### config.mk
export PLATFORM = sky130hd
export DESIGN_NAME = float_frame_converter_flat
export DESIGN_NICKNAME = d
export VERILOG_FILES = /design/src/rtl/float_fix_pkg.sv /design/src/rtl/float_frame_converter_if.sv /design/src/rtl/float_fix_conv_sat.sv /design/src/rtl/float_frame_converter.sv /design/src/flat_wrapper.sv
export SDC_FILE = /design/constraint.sdc
export NUM_CORES = 1
export LEC_CHECK = 0
export ABC_AREA = 1
export BUFFER_PORTS_ARGS = -buffer_cell sky130_fd_sc_hd__buf_2
export CAP_MARGIN = 10
export CORE_MARGIN = 2
export CORE_UTILIZATION = 27
export CTS_CLUSTER_SIZE = 14
export DETAILED_ROUTE_END_ITERATION = 10
export PLACE_DENSITY_LB_ADDON = 0.08
export SYNTH_ARGS = -nofsm -noshare
export SYNTH_HDL_FRONTEND = slang
export SYNTH_HIERARCHICAL = 1
export SYNTH_SLANG_ARGS = --single-unit
### constraint.sdc
create_clock -name clk -period 9.11 [get_ports clk]
set_input_delay 0.4555 -clock clk [delete_from_list [all_inputs] [get_ports clk]]
set_output_delay 0.4555 -clock clk [all_outputs]
set_load 0.05 [all_outputs]
### src/rtl/float_fix_pkg.sv
// ============================================================================
// Module      : float_fix_pkg
// Description : IEEE-754 single-precision field constants, frame sequencer
//               state encoding and fixed-point width helper shared by the
//               float-to-fixed frame converter.
// Revision    : 1.0 - initial release
// ============================================================================
`timescale 1ns/1ps
`default_nettype none

package float_fix_pkg;

    localparam int         SIGN_BIT    = 31;
    localparam int         EXP_MSB     = 30;
    localparam int         EXP_LSB     = 23;
    localparam int         MAN_BITS    = 23;
    localparam int         EXP_BIAS    = 127;
    localparam logic [7:0] EXP_SPECIAL = 8'hFF;

    typedef enum logic [1:0] {
        ST_IDLE    = 2'd0,
        ST_CAPTURE = 2'd1,
        ST_CONVERT = 2'd2,
        ST_PRESENT = 2'd3
    } state_e;

    // Total fixed-point word width (sign bit lives inside the integer part)
    function automatic int fix_width(input int int_w, input int fract_w);
        return int_w + fract_w;
    endfunction

endpackage

`default_nettype wire

### src/rtl/float_frame_converter_if.sv
// ============================================================================
// Module      : float_frame_converter_if
// Description : Input word stream and parallel frame output bundle of the
//               float-to-fixed frame converter.
// Revision    : 1.0 - initial release
// ============================================================================
`timescale 1ns/1ps
`default_nettype none

interface float_frame_converter_if #(
    parameter int NUM_CH = 6,
    parameter int W      = 16
) ();

    logic                  in_valid;
    logic                  in_ready;
    logic [31:0]           in_data;
    logic                  in_last;
    logic                  frame_valid;
    logic                  frame_ready;
    logic [NUM_CH*W-1:0]   frame_data;
    logic [NUM_CH-1:0]     frame_sat;
    logic                  frame_short;
    logic                  busy;

    // Converter side
    modport slave (
        input  in_valid, in_data, in_last, frame_ready,
        output in_ready, frame_valid, frame_data, frame_sat, frame_short, busy
    );

    // Producer / consumer side
    modport master (
        output in_valid, in_data, in_last, frame_ready,
        input  in_ready, frame_valid, frame_data, frame_sat, frame_short, busy
    );

endinterface

`default_nettype wire

### src/rtl/float_fix_conv_sat.sv
// ============================================================================
// Module      : float_fix_conv_sat
// Description : Combinational IEEE-754 single to signed fixed-point converter
//               with round-to-nearest, saturation and NaN/Inf handling.
// Revision    : 1.0 - initial release
// ============================================================================
`timescale 1ns/1ps
`default_nettype none

module float_fix_conv_sat
    import float_fix_pkg::*;
#(
    parameter int INT_WIDTH   = 8,
    parameter int FRACT_WIDTH = 8,
    localparam int W          = fix_width(INT_WIDTH, FRACT_WIDTH)
) (
    input  logic [31:0]  i_word,
    output logic [W-1:0] o_value,
    output logic         o_flag
);

    localparam logic [63:0]  POS_LIMIT = (64'd1 << (W-1)) - 64'd1;
    localparam logic [63:0]  NEG_LIMIT = 64'd1 << (W-1);
    localparam logic [W-1:0] VAL_MAX   = {1'b0, {(W-1){1'b1}}};
    localparam logic [W-1:0] VAL_MIN   = {1'b1, {(W-1){1'b0}}};

    logic        w_sign;
    logic [7:0]  w_exp;
    logic [22:0] w_man;
    logic [23:0] w_sig;
    int          w_shift;
    logic [63:0] w_mag;

    // Magnitude scaled by 2^FRACT_WIDTH; right shifts round half away from zero
    always_comb begin
        w_sign  = i_word[SIGN_BIT];
        w_exp   = i_word[EXP_MSB:EXP_LSB];
        w_man   = i_word[MAN_BITS-1:0];
        w_sig   = {1'b1, w_man};
        w_shift = int'(w_exp) - (EXP_BIAS + MAN_BITS) + FRACT_WIDTH;
        if (w_shift >= 0) begin
            w_mag = {40'd0, w_sig} << w_shift;
        end else begin
            w_mag = ((({40'd0, w_sig}) >> (-w_shift - 1)) + 64'd1) >> 1;
        end
    end

    // Special-value, range and sign resolution
    always_comb begin
        o_value = '0;
        o_flag  = 1'b0;
        if (w_exp == EXP_SPECIAL) begin
            o_flag = 1'b1;
            if (w_man != 23'd0) o_value = '0;
            else                o_value = w_sign ? VAL_MIN : VAL_MAX;
        end else if (w_exp == 8'd0) begin
            // Zero and denormals are far below one LSB
            o_value = '0;
        end else if (int'(w_exp) >= EXP_BIAS + INT_WIDTH - 1) begin
            o_flag  = 1'b1;
            o_value = w_sign ? VAL_MIN : VAL_MAX;
        end else if (!w_sign) begin
            if (w_mag > POS_LIMIT) begin
                o_flag  = 1'b1;
                o_value = VAL_MAX;
            end else begin
                o_value = w_mag[W-1:0];
            end
        end else begin
            if (w_mag > NEG_LIMIT) begin
                o_flag  = 1'b1;
                o_value = VAL_MIN;
            end else begin
                o_value = (~w_mag[W-1:0]) + W'(1);
            end
        end
    end

endmodule

`default_nettype wire

### src/rtl/float_frame_converter.sv
// ============================================================================
// Module      : float_frame_converter
// Description : Captures a burst of IEEE-754 sensor words, converts them one
//               per cycle through a shared float-to-fixed converter and
//               presents the whole frame as a parallel fixed-point bus.
// Revision    : 1.0 - initial release
// ============================================================================
`timescale 1ns/1ps
`default_nettype none

module float_frame_converter
    import float_fix_pkg::*;
#(
    parameter int NUM_CH      = 6,
    parameter int INT_WIDTH   = 8,
    parameter int FRACT_WIDTH = 8
) (
    input  logic                   clk,
    input  logic                   rst_n,
    float_frame_converter_if.slave bus
);

    localparam int                W        = fix_width(INT_WIDTH, FRACT_WIDTH);
    localparam int                IDX_W    = $clog2(NUM_CH);
    localparam logic [IDX_W-1:0]  LAST_IDX = IDX_W'(NUM_CH - 1);

    state_e              state_q,  state_d;
    logic [IDX_W-1:0]    wr_idx_q, wr_idx_d;
    logic [IDX_W-1:0]    rd_idx_q, rd_idx_d;
    logic [31:0]         cap_q [NUM_CH];
    logic [31:0]         cap_d [NUM_CH];
    logic [NUM_CH*W-1:0] data_q,   data_d;
    logic [NUM_CH-1:0]   sat_q,    sat_d;
    logic                short_q,  short_d;
    logic                w_in_ready;
    logic                w_frame_valid;
    logic [W-1:0]        w_conv_value;
    logic                w_conv_flag;

    // Single shared converter, fed from the capture slot being converted
    float_fix_conv_sat #(
        .INT_WIDTH   (INT_WIDTH),
        .FRACT_WIDTH (FRACT_WIDTH)
    ) u_conv (
        .i_word  (cap_q[rd_idx_q]),
        .o_value (w_conv_value),
        .o_flag  (w_conv_flag)
    );

    // Sequencer next state: capture, convert one slot per cycle, present
    always_comb begin
        state_d       = state_q;
        wr_idx_d      = wr_idx_q;
        rd_idx_d      = rd_idx_q;
        cap_d         = cap_q;
        data_d        = data_q;
        sat_d         = sat_q;
        short_d       = short_q;
        w_in_ready    = 1'b0;
        w_frame_valid = 1'b0;
        case (state_q)
            ST_IDLE: begin
                w_in_ready = 1'b1;
                if (bus.in_valid) begin
                    cap_d[0] = bus.in_data;
                    if (bus.in_last) begin
                        // A one-word frame is always short
                        short_d  = 1'b1;
                        wr_idx_d = '0;
                        state_d  = ST_CONVERT;
                    end else begin
                        wr_idx_d = IDX_W'(1);
                        state_d  = ST_CAPTURE;
                    end
                end
            end
            ST_CAPTURE: begin
                w_in_ready = 1'b1;
                if (bus.in_valid) begin
                    cap_d[wr_idx_q] = bus.in_data;
                    if (bus.in_last || (wr_idx_q == LAST_IDX)) begin
                        short_d  = bus.in_last && (wr_idx_q != LAST_IDX);
                        wr_idx_d = '0;
                        state_d  = ST_CONVERT;
                    end else begin
                        wr_idx_d = wr_idx_q + IDX_W'(1);
                    end
                end
            end
            ST_CONVERT: begin
                data_d[rd_idx_q*W +: W] = w_conv_value;
                sat_d[rd_idx_q]         = w_conv_flag;
                if (rd_idx_q == LAST_IDX) begin
                    rd_idx_d = '0;
                    state_d  = ST_PRESENT;
                end else begin
                    rd_idx_d = rd_idx_q + IDX_W'(1);
                end
            end
            ST_PRESENT: begin
                w_frame_valid = 1'b1;
                if (bus.frame_ready) begin
                    // Empty the capture buffer so a later short frame sees zeros
                    cap_d    = '{default: '0};
                    wr_idx_d = '0;
                    rd_idx_d = '0;
                    sat_d    = '0;
                    short_d  = 1'b0;
                    state_d  = ST_IDLE;
                end
            end
            default: state_d = ST_IDLE;
        endcase
    end

    // State and datapath registers
    always_ff @(posedge clk or negedge rst_n) begin
        if (!rst_n) begin
            state_q  <= ST_IDLE;
            wr_idx_q <= '0;
            rd_idx_q <= '0;
            cap_q    <= '{default: '0};
            data_q   <= '0;
            sat_q    <= '0;
            short_q  <= 1'b0;
        end else begin
            state_q  <= state_d;
            wr_idx_q <= wr_idx_d;
            rd_idx_q <= rd_idx_d;
            cap_q    <= cap_d;
            data_q   <= data_d;
            sat_q    <= sat_d;
            short_q  <= short_d;
        end
    end

    assign bus.in_ready    = w_in_ready;
    assign bus.frame_valid = w_frame_valid;
    assign bus.frame_data  = data_q;
    assign bus.frame_sat   = sat_q;
    assign bus.frame_short = short_q;
    assign bus.busy        = (state_q != ST_IDLE);

endmodule

`default_nettype wire

### src/flat_wrapper.sv
// flat-port wrapper written by rule: the top's interface ports become plain ports
module float_frame_converter_flat import float_fix_pkg::*;
#(
    parameter int NUM_CH      = 6,
    parameter int INT_WIDTH   = 8,
    parameter int FRACT_WIDTH = 8
)
  (clk, rst_n, bus_in_valid, bus_in_data, bus_in_last, bus_frame_ready, bus_in_ready, bus_frame_valid, bus_frame_data, bus_frame_sat, bus_frame_short, bus_busy);
  float_frame_converter_if #(.NUM_CH(NUM_CH), .W((16))) bus_i ();
  input  logic clk;
  input  logic rst_n;
  input wire logic [$bits(bus_i.in_valid)-1:0] bus_in_valid;
  input wire logic [$bits(bus_i.in_data)-1:0] bus_in_data;
  input wire logic [$bits(bus_i.in_last)-1:0] bus_in_last;
  input wire logic [$bits(bus_i.frame_ready)-1:0] bus_frame_ready;
  output wire logic [$bits(bus_i.in_ready)-1:0] bus_in_ready;
  output wire logic [$bits(bus_i.frame_valid)-1:0] bus_frame_valid;
  output wire logic [$bits(bus_i.frame_data)-1:0] bus_frame_data;
  output wire logic [$bits(bus_i.frame_sat)-1:0] bus_frame_sat;
  output wire logic [$bits(bus_i.frame_short)-1:0] bus_frame_short;
  output wire logic [$bits(bus_i.busy)-1:0] bus_busy;
  assign bus_i.in_valid = bus_in_valid;
  assign bus_i.in_data = bus_in_data;
  assign bus_i.in_last = bus_in_last;
  assign bus_i.frame_ready = bus_frame_ready;
  assign bus_in_ready = bus_i.in_ready;
  assign bus_frame_valid = bus_i.frame_valid;
  assign bus_frame_data = bus_i.frame_data;
  assign bus_frame_sat = bus_i.frame_sat;
  assign bus_frame_short = bus_i.frame_short;
  assign bus_busy = bus_i.busy;
  float_frame_converter #(.NUM_CH(NUM_CH), .INT_WIDTH(INT_WIDTH), .FRACT_WIDTH(FRACT_WIDTH)) u_core (.clk(clk), .rst_n(rst_n), .bus(bus_i));
endmodule
=== Yosys cells after proc, flatten, opt, wreduce, memory -nomap -nowiden ===
Cells that the tools add are included.

* Multiplexer cells: 55
* Bitwise logic cells: 3
* $lt $le $gt $ge: 9
* Reduce and logical (&&, ||, !) cells: 17
* Equality and inequality tests: 13
* Shift-type cells: 4
* $add $sub $neg: 9

{| class="wikitable"
|+ Operators with widths
! cell !! count
|-
| $mux 192 || 2
|-
| $pmux 160 s2 || 1
|-
| $bwmux 192 || 1
|-
| $mux 16 || 8
|-
| $mux 32 || 4
|-
| $bmux 32 s3 || 1
|-
| $bwmux 96 || 1
|-
| $demux 32 s3 || 1
|-
| $pmux 32 s3 || 1
|-
| $shift 16x34->96 const A || 1
|-
| $shiftx 16x34->96 || 1
|-
| $add 64x1->64 const B || 1
|-
| $gt 64x15->1 const B || 1
|-
| $gt 64x16->1 const B || 1
|-
| $mux 64 || 1
|-
| $shl 24x32->64 || 1
|-
| $shr 24x32->64 || 1
|-
| $neg 7->34 || 1
|-
| $add 32x5->32 const B || 1
|-
| $ge 32x1->1 const B || 1
|-
| $neg 32->32 || 1
|-
| $sub 32x2->32 const B || 1
|-
| $reduce_bool 23->1 || 1
|-
| $add 16x1->16 const B || 1
|-
| 39 further kinds || 75
|}

* Input port bits: 37
* Flip-flop bits (word level): 303

=== Depth between registers and ports, before layout ===
* Depth after elaboration: 20
* Mapped depth: 56
* Mapped depth without buffers: 52

=== Cells and area by module ===
The synthesis kept the hierarchy.

{| class="wikitable"
|+ By module, submodules not included
! module !! times used !! cells an instance !! area an instance (sq um)
|-
| float_frame_converter || 1 || 1868 || 14571.5
|-
| float_fix_conv_sat || 1 || 1170 || 5402.7
|}

=== Worst setup path before layout ===
Ideal clock, no wire load.

* Path kind: register -> register
* Start: register u_core.rd_idx_q[0]
* End: register u_core.data_q[24], in the netlist u_core/bus.frame_data[24]
* Setup slack: 2.806 ns
* Required time: 9.027 ns
* Clock period less this slack: 6.304 ns
* Cell stages (with the launch flop): 54
* Arrival time: 6.221 ns
* Cells stage by stage: dfrtp_1 buf_4 inv_2 buf_2 nand3_1 inv_1 nand2_1 nand2_1 inv_1 nand2_1 ha_1 nand2_1 nand2_1 clkbuf_1 buf_1 ha_1 inv_1 nor2_4 [18 not listed] nor2_1 nand2_1 nor2_4 nand2_2 nor2_4 nand2_2 nand2_1 nand2_2 nand2_4 buf_8 nand3_1 nand2_1 nand2_1 nand2_1 nand2_1 nor2_1 nand2_1 o21ai_0

* Longest elaborated chain between the ends: 20

{| class="wikitable"
|+ RTL lines
! element !! RTL line !! text
|-
| start, declared || float_frame_converter.sv:29 || <nowiki>logic [IDX_W-1:0] rd_idx_q, rd_idx_d;</nowiki>
|-
| start signal, assigned || float_frame_converter.sv:129 || <nowiki>rd_idx_q <= rd_idx_d;</nowiki>
|-
| $not 3->4 (not written as such) * || float_frame_converter.sv:45 || <nowiki>.i_word (cap_q[rd_idx_q]),</nowiki>
|-
| $bmux 32 s3 * || float_frame_converter.sv:45 ||
|-
| $mux 32 (not written as such) * (2 in series) || float_frame_converter.sv:45 ||
|-
| parallel branches: the longest is 13 deep, another holds $add 64x1->64 || - ||
|-
| $mux 16 * || float_fix_conv_sat.sv:52 || <nowiki>if (w_exp == EXP_SPECIAL) begin</nowiki>
|-
| via u_core.w_conv_value[8] || float_frame_converter.sv:37 || <nowiki>logic [W-1:0] w_conv_value;</nowiki>
|-
| $shiftx 16x34->96 * || float_frame_converter.sv:91 || <nowiki>data_d[rd_idx_q*W +: W] = w_conv_value;</nowiki>
|-
| $bwmux 96 * || float_frame_converter.sv:91 ||
|-
| end signal, assigned || float_frame_converter.sv:131 || <nowiki>data_q <= data_d;</nowiki>
|-
| end, declared || float_frame_converter.sv:32 || <nowiki>logic [NUM_CH*W-1:0] data_q, data_d;</nowiki>
|}

Mark *: on every way through the listed nets, which the timed path passes. The select of a mux whose other input is x is not followed.
A chain may end at the register's enable or synchronous reset.

=== Worst setup path in the final report ===
* Start: register u_core.rd_idx_q[1]
* End: register u_core.data_q[90], in the netlist u_core/bus.frame_data[90]

The elaborated chain is that of the path after synthesis.

==> results_dict.tcl <==
set metrics [dict create \
    rr_worst_depth 37 \
    io_pins 143 \
    fin_area_um2 22600 \
    numCtsBuffers 37 \
    clock-root-buffer "clkbuf_16" \
    crit_type "reg2reg" \
    syn-cell-area_um2 20000 \
    drive_gt1_share_pct 12.5 \
    max_stage_delay_ps 590 \
    avgViaCountPerCell 4.88 \
    yosys_register_bits 303 \
    start_kind "flip-flop" \
    cpMostUsedCell "nand2_1" \
    critPathRequiredTime_ps 9570 \
    wirelength_um 79800 \
    fin_ws_ps 1490 \
    synth_area_per_cell_um2 6.57 \
    yosysUniqueCellTypes 50 \
    post-route-period-util_pct 83.7 \
    placement.setup.worst_slack_ps 1550 \
    layout_common_cells "nand2_1 (1,374), nand3_1 (312), dfrtp_1 (302)" \
    track_usage_pct 20.9 \
    die_x_um 276 \
    n_antenna_cell 0 \
    postCtsSetupRepairBufs 0 \
    grt_max_degree 114 \
    synth-main-ff-cell "dfrtp_1" \
    synthesis.nets 3093 \
    grt_pass1_wl_um 122000 \
    relSlewSlack_pct 20.6 \
    synth_edf_count 0 \
    worst_setup_path_end_kind "flip-flop" \
    tightest_slew_ps 1180 \
    ctsResizeCount 0 \
    clk_pin_slew_ps 60 \
    grt_pass1_vias 19600 \
    wire_per_inst_um 19.5 \
    clockBufferDepth 3 \
    yosysSeqAreaShare_pct 38.0 \
    drc 14 \
    place_congestion 0.903 \
    drtAntennaViolNets 0 \
    path_max_fanout 20 \
    regToRegStartpoint "u_core/rd_idx_q[1]" \
    hold_violations 19 \
    cts_max_level 2 \
    grt_setup_unrepaired "no" \
    synthArstFlopShare_pct 100 \
    drv_slew 0 \
    cts_tree "yes" \
    placementRows 99 \
    outcome "finished, violations left" \
    cts-hold-fix-buffers 0 \
    port_buffers 142 \
    dpl_cell_area_um2 21400 \
    clkLatencyLatePin_ps 560 \
    areaGrowthSynthToFinish_pct 12.9 \
    violations "design-rule violations, negative hold slack" \
    dpl.hpwl_um 55300 \
    fin_setup_tns_ps 0 \
    fin_crit_ps 7620 \
    cts_sinks 303 \
    r2r-end "u_core/bus.frame_data[90]" \
    dr.pass1.iters 8 \
    n_fill_cell 8198 \
    skew_ps 26.3 \
    hp-class "in2async" \
    critPathSlowestCell "ha_1" \
    worstPathArrival_ps 8090 \
    drtIter0Drc 1483 \
    yosys_warnings 6 \
    die_h_um 276 \
    final_common_cell "nand2_1" \
    clock.fmax_ghz 0.131 \
    vias 19900 \
    antenna_found_initial 3 \
    overflow 0 \
    netlist_instances 3038 \
    dieArea_um2 76200 \
    timing.hold.ws_ps -38.5 \
    initial_utilization_pct 27.3 \
    cap_viol_max_count 0 \
    coreArea_um2 73100 \
    final_nets 3156 \
    setup_viol 0 \
    r2r_slack_ps 1490 \
]
==> metal layers <==
layer | global-route usage, % | wire, µm | up-vias
li1 | - | - | 9791
met1 | 27.8 | 36400 | 9591
met2 | 36.0 | 38100 | 458
met3 | 2.51 | 3480 | 95
met4 | 5.11 | 1770 | 2
met5 | 0 | 13 | -
==> cells in the mapped netlist (12+ instances only) <==
library cell	instances	area, µm²
nand2_1	1374	5160
buf_1	28	105
nor2_4	12	135
inv_2	40	150
o21ai_1	87	435
nand2_2	18	113
clkbuf_1	63	236
nor2_1	166	623
buf_2	47	235
a21oi_1	29	145
nand4_1	56	350
buf_6	21	236
o21ai_0	178	891
inv_1	158	593
nand3_2	12	120
ha_1	18	225
nand2_4	34	383
dfrtp_1	303	7580
nand3_1	313	1570
==> worst max-delay path by stage <==
stage,from,end,slack [ps]
4_1_cts,u_core/rd_idx_q[1],u_core/bus.frame_data[91],1560
3_5_place_dp,u_core/rd_idx_q[1],u_core/bus.frame_data[91],1550
3_3_place_gp,u_core/rd_idx_q[1],u_core/bus.frame_data[26],1540
6_report,u_core/rd_idx_q[1],u_core/bus.frame_data[90],1490
5_1_grt,u_core/rd_idx_q[1],u_core/bus.frame_data[27],820
2_1_floorplan,u_core/rd_idx_q[0],u_core/bus.frame_data[24],2810
==> worst max-delay path, delay by kind of cell, from the launching register on <==
| kind | cells | cell delay [ps] |
|---|---|---|
| AND/OR/NAND/NOR | 26 | 4330 |
| AO/OA/AOI/OAI | 2 | 370 |
| flip-flops | 1 | 430 |
| adder cells (fa/ha/maj) | 1 | 590 |
| buffers and inverters | 8 | 1780 |
==> flip-flops by register name, summed over array words and instances, names as in the netlist <==
| name | flops |
|---|---|
| u_core/bus.frame_data | 96 |
| u_core/bus.frame_sat | 6 |
| u_core/bus.frame_short | 1 |
| u_core/cap_q | 192 |
| u_core/rd_idx_q | 3 |
| u_core/state_q | 2 |
| u_core/wr_idx_q | 3 |
==> area by class of cell <==
class	instances	area [µm²]	share of cell area, %
Tap cell	959	1200	5.32
Multi-Input combinational cell	2365	10700	47.6
Clock inverter	6	65.1	0.288
Timing Repair Buffer	190	1080	4.79
Clock buffer	60	1120	4.98
Sequential cell	303	7580	33.6
Inverter	204	774	3.43
==> logic make-up (layout without fill, tap and decap cells) <==
group	count (synthesis)	in the layout	synth area share, %
and+or+nand+nor	2024	2024	43.8
DFF	303	303	38.0
xor gates and xnor gates	6	6	0.263
adders and majority gates	18	18	1.13
buffers and inverters	370	460	8.43
AOI/OAI and AO/OA	317	317	8.44
==> through the flow <==
step                hold slack [ps]  std cells  util, %
CTS                            7.30       4087     30.9
global placement                452       4021     29.2
global route                   25.4       4087     30.9
detailed placement              455       4021     29.2
finish                        -38.5       4087     30.9
floorplan                       160       3038        -
Power is left out: the tool's default activity adds up to more than one toggle a clock period on the data nets, which glitch-free logic cannot reach.
